[src/rtl/serializer_buffered.sv]
// Double-buffered parallel-to-serial converter.
// A one-word holding register decouples the upstream handshake from the shifter,
// so a queued word moves into the shifter on the same edge the previous word's
// last bit is consumed and the serial stream continues without an idle cycle.
module serializer_buffered #(
    parameter int   DATA_WIDTH = 8,
    parameter logic IDLE_BIT   = 1'b0
) (
    input  logic                  CLK,
    input  logic                  RST,
    input  logic [DATA_WIDTH-1:0] P_DATA,
    input  logic                  DATA_VALID,
    output logic                  DATA_READY,
    input  logic                  MSB_FIRST,
    input  logic                  SER_EN,
    input  logic                  ABORT,
    output logic                  SER_OUT,
    output logic                  SER_DONE,
    output logic                  BUSY
);

    localparam int CW = (DATA_WIDTH > 1) ? $clog2(DATA_WIDTH) : 1;
    localparam logic [CW-1:0] LAST_CNT = CW'(DATA_WIDTH - 1);

    // Stage 1: holding register
    logic [DATA_WIDTH-1:0] hold_reg_q, hold_reg_d;
    logic                  hold_msb_q, hold_msb_d;
    logic                  hold_vld_q, hold_vld_d;

    // Stage 2: shifter
    logic [DATA_WIDTH-1:0] sh_reg_q, sh_reg_d;
    logic                  sh_msb_q, sh_msb_d;
    logic                  sh_vld_q, sh_vld_d;
    logic [CW-1:0]         bit_cnt_q, bit_cnt_d;

    logic accept;
    logic consume;
    logic last;
    logic load;

    // Handshake and shifter events; ABORT masks everything so a flush wins outright
    always_comb begin
        DATA_READY = ~hold_vld_q & ~ABORT;
        accept     = DATA_VALID & DATA_READY;
        consume    = SER_EN & sh_vld_q & ~ABORT;
        last       = consume & (bit_cnt_q == LAST_CNT);
        load       = (~sh_vld_q | last) & hold_vld_q & ~ABORT;
        SER_DONE   = last;
        BUSY       = hold_vld_q | sh_vld_q;
        SER_OUT    = sh_vld_q ? (sh_msb_q ? sh_reg_q[DATA_WIDTH-1] : sh_reg_q[0]) : IDLE_BIT;
    end

    // Next-state for both stages; bit order of the word in flight is fixed by sh_msb
    always_comb begin
        hold_reg_d = hold_reg_q;
        hold_msb_d = hold_msb_q;
        hold_vld_d = hold_vld_q;
        sh_reg_d   = sh_reg_q;
        sh_msb_d   = sh_msb_q;
        sh_vld_d   = sh_vld_q;
        bit_cnt_d  = bit_cnt_q;

        if (ABORT) begin
            hold_vld_d = 1'b0;
            sh_vld_d   = 1'b0;
            bit_cnt_d  = '0;
        end else begin
            if (consume && !last) begin
                sh_reg_d  = sh_msb_q ? (sh_reg_q << 1) : (sh_reg_q >> 1);
                bit_cnt_d = bit_cnt_q + CW'(1);
            end

            if (load) begin
                sh_reg_d   = hold_reg_q;
                sh_msb_d   = hold_msb_q;
                sh_vld_d   = 1'b1;
                bit_cnt_d  = '0;
                hold_vld_d = 1'b0;
            end else if (last) begin
                sh_vld_d  = 1'b0;
                bit_cnt_d = '0;
            end

            // Accept only happens with the holding register empty, so it never collides with load
            if (accept) begin
                hold_reg_d = P_DATA;
                hold_msb_d = MSB_FIRST;
                hold_vld_d = 1'b1;
            end
        end
    end

    // State registers with asynchronous active-low reset
    always_ff @(posedge CLK or negedge RST) begin
        if (!RST) begin
            hold_reg_q <= '0;
            hold_msb_q <= 1'b0;
            hold_vld_q <= 1'b0;
            sh_reg_q   <= '0;
            sh_msb_q   <= 1'b0;
            sh_vld_q   <= 1'b0;
            bit_cnt_q  <= '0;
        end else begin
            hold_reg_q <= hold_reg_d;
            hold_msb_q <= hold_msb_d;
            hold_vld_q <= hold_vld_d;
            sh_reg_q   <= sh_reg_d;
            sh_msb_q   <= sh_msb_d;
            sh_vld_q   <= sh_vld_d;
            bit_cnt_q  <= bit_cnt_d;
        end
    end

endmodule

[config.mk]
export PLATFORM = sky130hd
export DESIGN_NAME = serializer_buffered
export DESIGN_NICKNAME = d
export VERILOG_FILES = /design/src/rtl/serializer_buffered.sv
export SDC_FILE = /design/constraint.sdc
export NUM_CORES = 1
export LEC_CHECK = 0
export BUFFER_PORTS_ARGS = -buffer_cell sky130_fd_sc_hd__buf_2
export CORE_MARGIN = 3
export CORE_UTILIZATION = 30
export CTS_BUF_LIST = sky130_fd_sc_hd__clkbuf_16
export CTS_CLUSTER_SIZE = 28
export DETAILED_ROUTE_END_ITERATION = 6
export MAX_ROUTING_LAYER = met4
export PLACE_DENSITY = 0.49
export SLEW_MARGIN = 20
export SYNTH_ARGS = -nofsm -noshare
export SYNTH_HDL_FRONTEND = slang
export SYNTH_SLANG_ARGS = --single-unit
export TNS_END_PERCENT = 5
[constraint.sdc]
create_clock -name CLK -period 1.87 [get_ports CLK]
set_input_delay 0 -clock CLK [delete_from_list [all_inputs] [get_ports CLK]]
set_output_delay 0 -clock CLK [all_outputs]
set_load 0.03 [all_outputs]
==> PnR_summary.wiki <==
{| class="wikitable"
! Metric !! Value
|-
| Estimated wirelength of the detail-placed design || 1580 µm
|-
| Worst IR drop on VDD || 447 µV
|-
| Remaining Overflow, GRT || 0
|-
| Router iterations before antenna repair || 4
|-
| Area of the die || 4850 µm²
|-
| Launch point of the worst hold path || ABORT
|-
| Number of buffers added on ports || 17
|-
| Total inserted antenna cells || 0
|-
| Largest area contributor in the synthesized netlist || sky130_fd_sc_hd__dfrtp_1
|-
| Register bit count reported by yosys || 23
|-
| Clock tree from TritonCTS || done
|-
| DRT iter0 DRCs || 25
|-
| Max frequency || 0.505 GHz
|-
| Worst hold path type || in2reg
|-
| Final hold vios || 0
|-
| Setup Viol. Count Final || 8
|-
| Insertion delay to the later sink of the worst-skew pair || 0.26 ns
|-
| Synth Net Count || 108
|-
| Source of the critical timing path || bit_cnt_q[1]$_DFFE_PN0P_
|-
| Peak per-stage delay on the critical path || 0.39 ns
|-
| End-of-flow core utilization || 42.7%
|-
| Crit path launch type || register
|-
| Final weighted congestion in routability-driven placement || 0.735
|-
| Count of cell types in the netlist || 20
|-
| Worst-case clock buffer depth || 2
|-
| Relative area change from synthesis to final layout || 32.5%
|-
| CP Cell Sequence || ha_2 -> ha_4 -> nor4bb_2 -> buf_4 -> mux2_4 -> mux2_4
|-
| Total power per unit cell area || 1100 nW/µm²
|-
| Post-synth top area share || 47.4%
|-
| Mapped Avg Cell Area || 13.2 µm²
|-
| Number of top-level pins || 18
|-
| Number of vias after detailed routing || 793
|-
| Final total power || 1.77 mW
|-
| Dominant synthesized flop cell || sky130_fd_sc_hd__dfrtp_1
|-
| Slew of the pin with the lowest slew margin || 0.538 ns
|-
| Post-DR vias/cell || 4.58
|-
| Total of max-cap violations || 0
|-
| Clock transition time at the flip-flop clock pins of the worst setup and hold paths || 0.06 ns
|-
| Post-route clock period utilization || 106%
|-
| Final WL || 2360 µm
|-
| Total track usage || 10.7%
|-
| Global-route wire length before repair || 3950 µm
|-
| Maximum number of pins on one net before global-route repair || 24
|-
| Chip Height || 69.6 µm
|-
| Effective utilization at floorplan || 32.2%
|-
| Top cells by instance count after synthesis || sky130_fd_sc_hd__dfrtp_1 (23), sky130_fd_sc_hd__mux2_2 (23), sky130_fd_sc_hd__mux2_4 (9)
|-
| Setup repair after global routing missed its margin || yes
|-
| Synthesized netlist cell count || 92
|-
| Number of warnings printed during yosys synthesis || 0
|-
| Data required time at the worst endpoint || 2.01 ns
|-
| Final Skew || 0.00620 ns
|-
| Die X-Extent || 69.6 µm
|-
| Violations in the final reports || negative setup slack
|-
| Final worst slack || -0.109 ns
|-
| Most Frequent Cell on Critical Path || sky130_fd_sc_hd__mux2_4
|-
| Post-synth design cell area || 1210 µm²
|-
| Cell type of the slowest stage on the worst timing path || sky130_fd_sc_hd__dfrtp_1
|-
| Buffer type at the clock tree root || sky130_fd_sc_hd__clkbuf_16
|-
| Ratio of cells with drive above 1 in the final layout || 52.0%
|-
| Portion of the post-synthesis area used by sequential elements || 47.4%
|-
| Number of synthesized flops with an enable pin || 0
|-
| Total number of placement rows || 22
|-
| Routed wire per std cell || 13.6 µm
|-
| Nets || 142
|-
| Routed Antenna Nets || 0
|-
| Result of the run || complete, but fails checks
|-
| Core Area || 3770 µm²
|-
| Number of buffers created by CTS || 3
|-
| Reported leakage power || 0.767 nW
|-
| Data arrival at the endpoint of the critical path || 2.12 ns
|-
| Ys async rst share || 100%
|-
| Shortest clock period the worst path allows after layout || 1.98 ns
|-
| Slew margin rel. || 64.1%
|-
| Top cells by area, synth || sky130_fd_sc_hd__dfrtp_1 (47%), sky130_fd_sc_hd__mux2_2 (21%), sky130_fd_sc_hd__mux2_4 (11%), sky130_fd_sc_hd__mux2i_1 (2.5%), sky130_fd_sc_hd__ha_1 (2.1%)
|-
| CP Class || reg2reg
|-
| Number of clock sinks seen by CTS || 23
|-
| Worst reg2reg path startpoint || bit_cnt_q[1]$_DFFE_PN0P_
|-
| Maximum fanout along the worst path || 8
|-
| Kind of capture point of the worst setup path || register
|-
| Antenna violations before repair || 0
|-
| DRC viols || 0
|-
| H-Tree Level Count || 1
|-
| Number of global-route vias before repair || 838
|-
| Final number of max-transition violations || 0
|}
## layout by cell type (no fill, tap or decap), types with 4 or more instances in the layout
cell,synthesis,layout
sky130_fd_sc_hd__dlygate4sd3_1,0,11
sky130_fd_sc_hd__mux2_2,23,16
sky130_fd_sc_hd__mux2_4,9,16
sky130_fd_sc_hd__nor2_1,5,5
sky130_fd_sc_hd__buf_4,0,6
sky130_fd_sc_hd__buf_2,4,17
sky130_fd_sc_hd__nand2_1,4,4
sky130_fd_sc_hd__dfrtp_1,23,23
## worst paths after layout
path	to	slack, ns	cells past startpoint
max	sh_reg_q[1]$_DFFE_PN0P_	-0.11	6
min reg2reg	sh_msb_q$_DFFE_PN0P_	0.50	1
min	hold_vld_q$_DFFE_PN0P_	0.04	2
min in group asynchronous	hold_reg_q[6]$_DFFE_PN0P_	0.26	2
max in group asynchronous	hold_vld_q$_DFFE_PN0P_	1.25	2
max reg2reg	sh_reg_q[1]$_DFFE_PN0P_	-0.11	6
## where the power goes
part | switching (mW) | internal, mW | leakage [nW] | total, mW
logic | 0.159 | 0.398 | 0.443 | 0.556
clock network | 0.173 | 0.286 | 0.0423 | 0.459
registers | 0.121 | 0.632 | 0.282 | 0.753
## cell families after synthesis
group / share of synthesized area [%]
muxes: 34.9
DFF: 47.4
and+or+nand+nor: 10.2
buffers and inverters: 3.19
AOI/OAI and AO/OA: 2.27
adders and majority gates: 2.06
## per-layer routing
metal	up-vias	wire length [µm]	GRT usage [%]
met1	389	1080	12.4
met5	-	0	-
met3	5	99	3.48
met4	0	56	5.74
met2	13	1120	16.4
li1	386	-	-
## layout make-up
cell class	count	area (µm²)
Clock buffer	3	75.1
Clock inverter	1	3.75
Fill cell	367	2160
Inverter	2	7.51
Multi-Input combinational cell	62	648
Sequential cell	23	576
Tap cell	48	60.1
Timing Repair Buffer	34	240
## flip-flops by register name, summed over array words and instances, names as in the netlist
signal	flops
hold_vld_q	1
sh_reg_q	8
bit_cnt_q	3
hold_msb_q	1
sh_msb_q	1
sh_vld_q	1
hold_reg_q	8
## stage by stage
step	hold WS (ns)	cells	area, µm²	TNS (ns)	worst slack [ns]
2_1_floorplan	-0.296	92	1230	0	0.00315
3_3_place_gp	0.0109	157	1380	-0.202	-0.0361
3_5_place_dp	0.0200	157	1380	-0.354	-0.0571
4_1_cts	0.0122	172	1570	-0.506	-0.0810
5_1_grt	0.0407	173	1610	-1.45	-0.184
6_report	0.0371	173	1610	-0.740	-0.109
## critical path, delay by kind of cell, from the launching register on
kind                     cells  cell delay [ns]
AND/OR/NAND/NOR              1             0.30
multiplexers                 2             0.57
buffers and inverters        1             0.25
adder cells (fa/ha/maj)      2             0.36
flip-flops                   1             0.39
## what timing repair did
item,4_1_cts,5_1_grt
gates resized for setup,1,7
endpoints found under the setup margin,7,9
endpoints found under the hold margin,33,0
setup buffers,0,1
gates cloned,0,0
hold buffers,11,0
pin swaps,0,2
No activity file was read; power rests on OpenSTA's default activity.
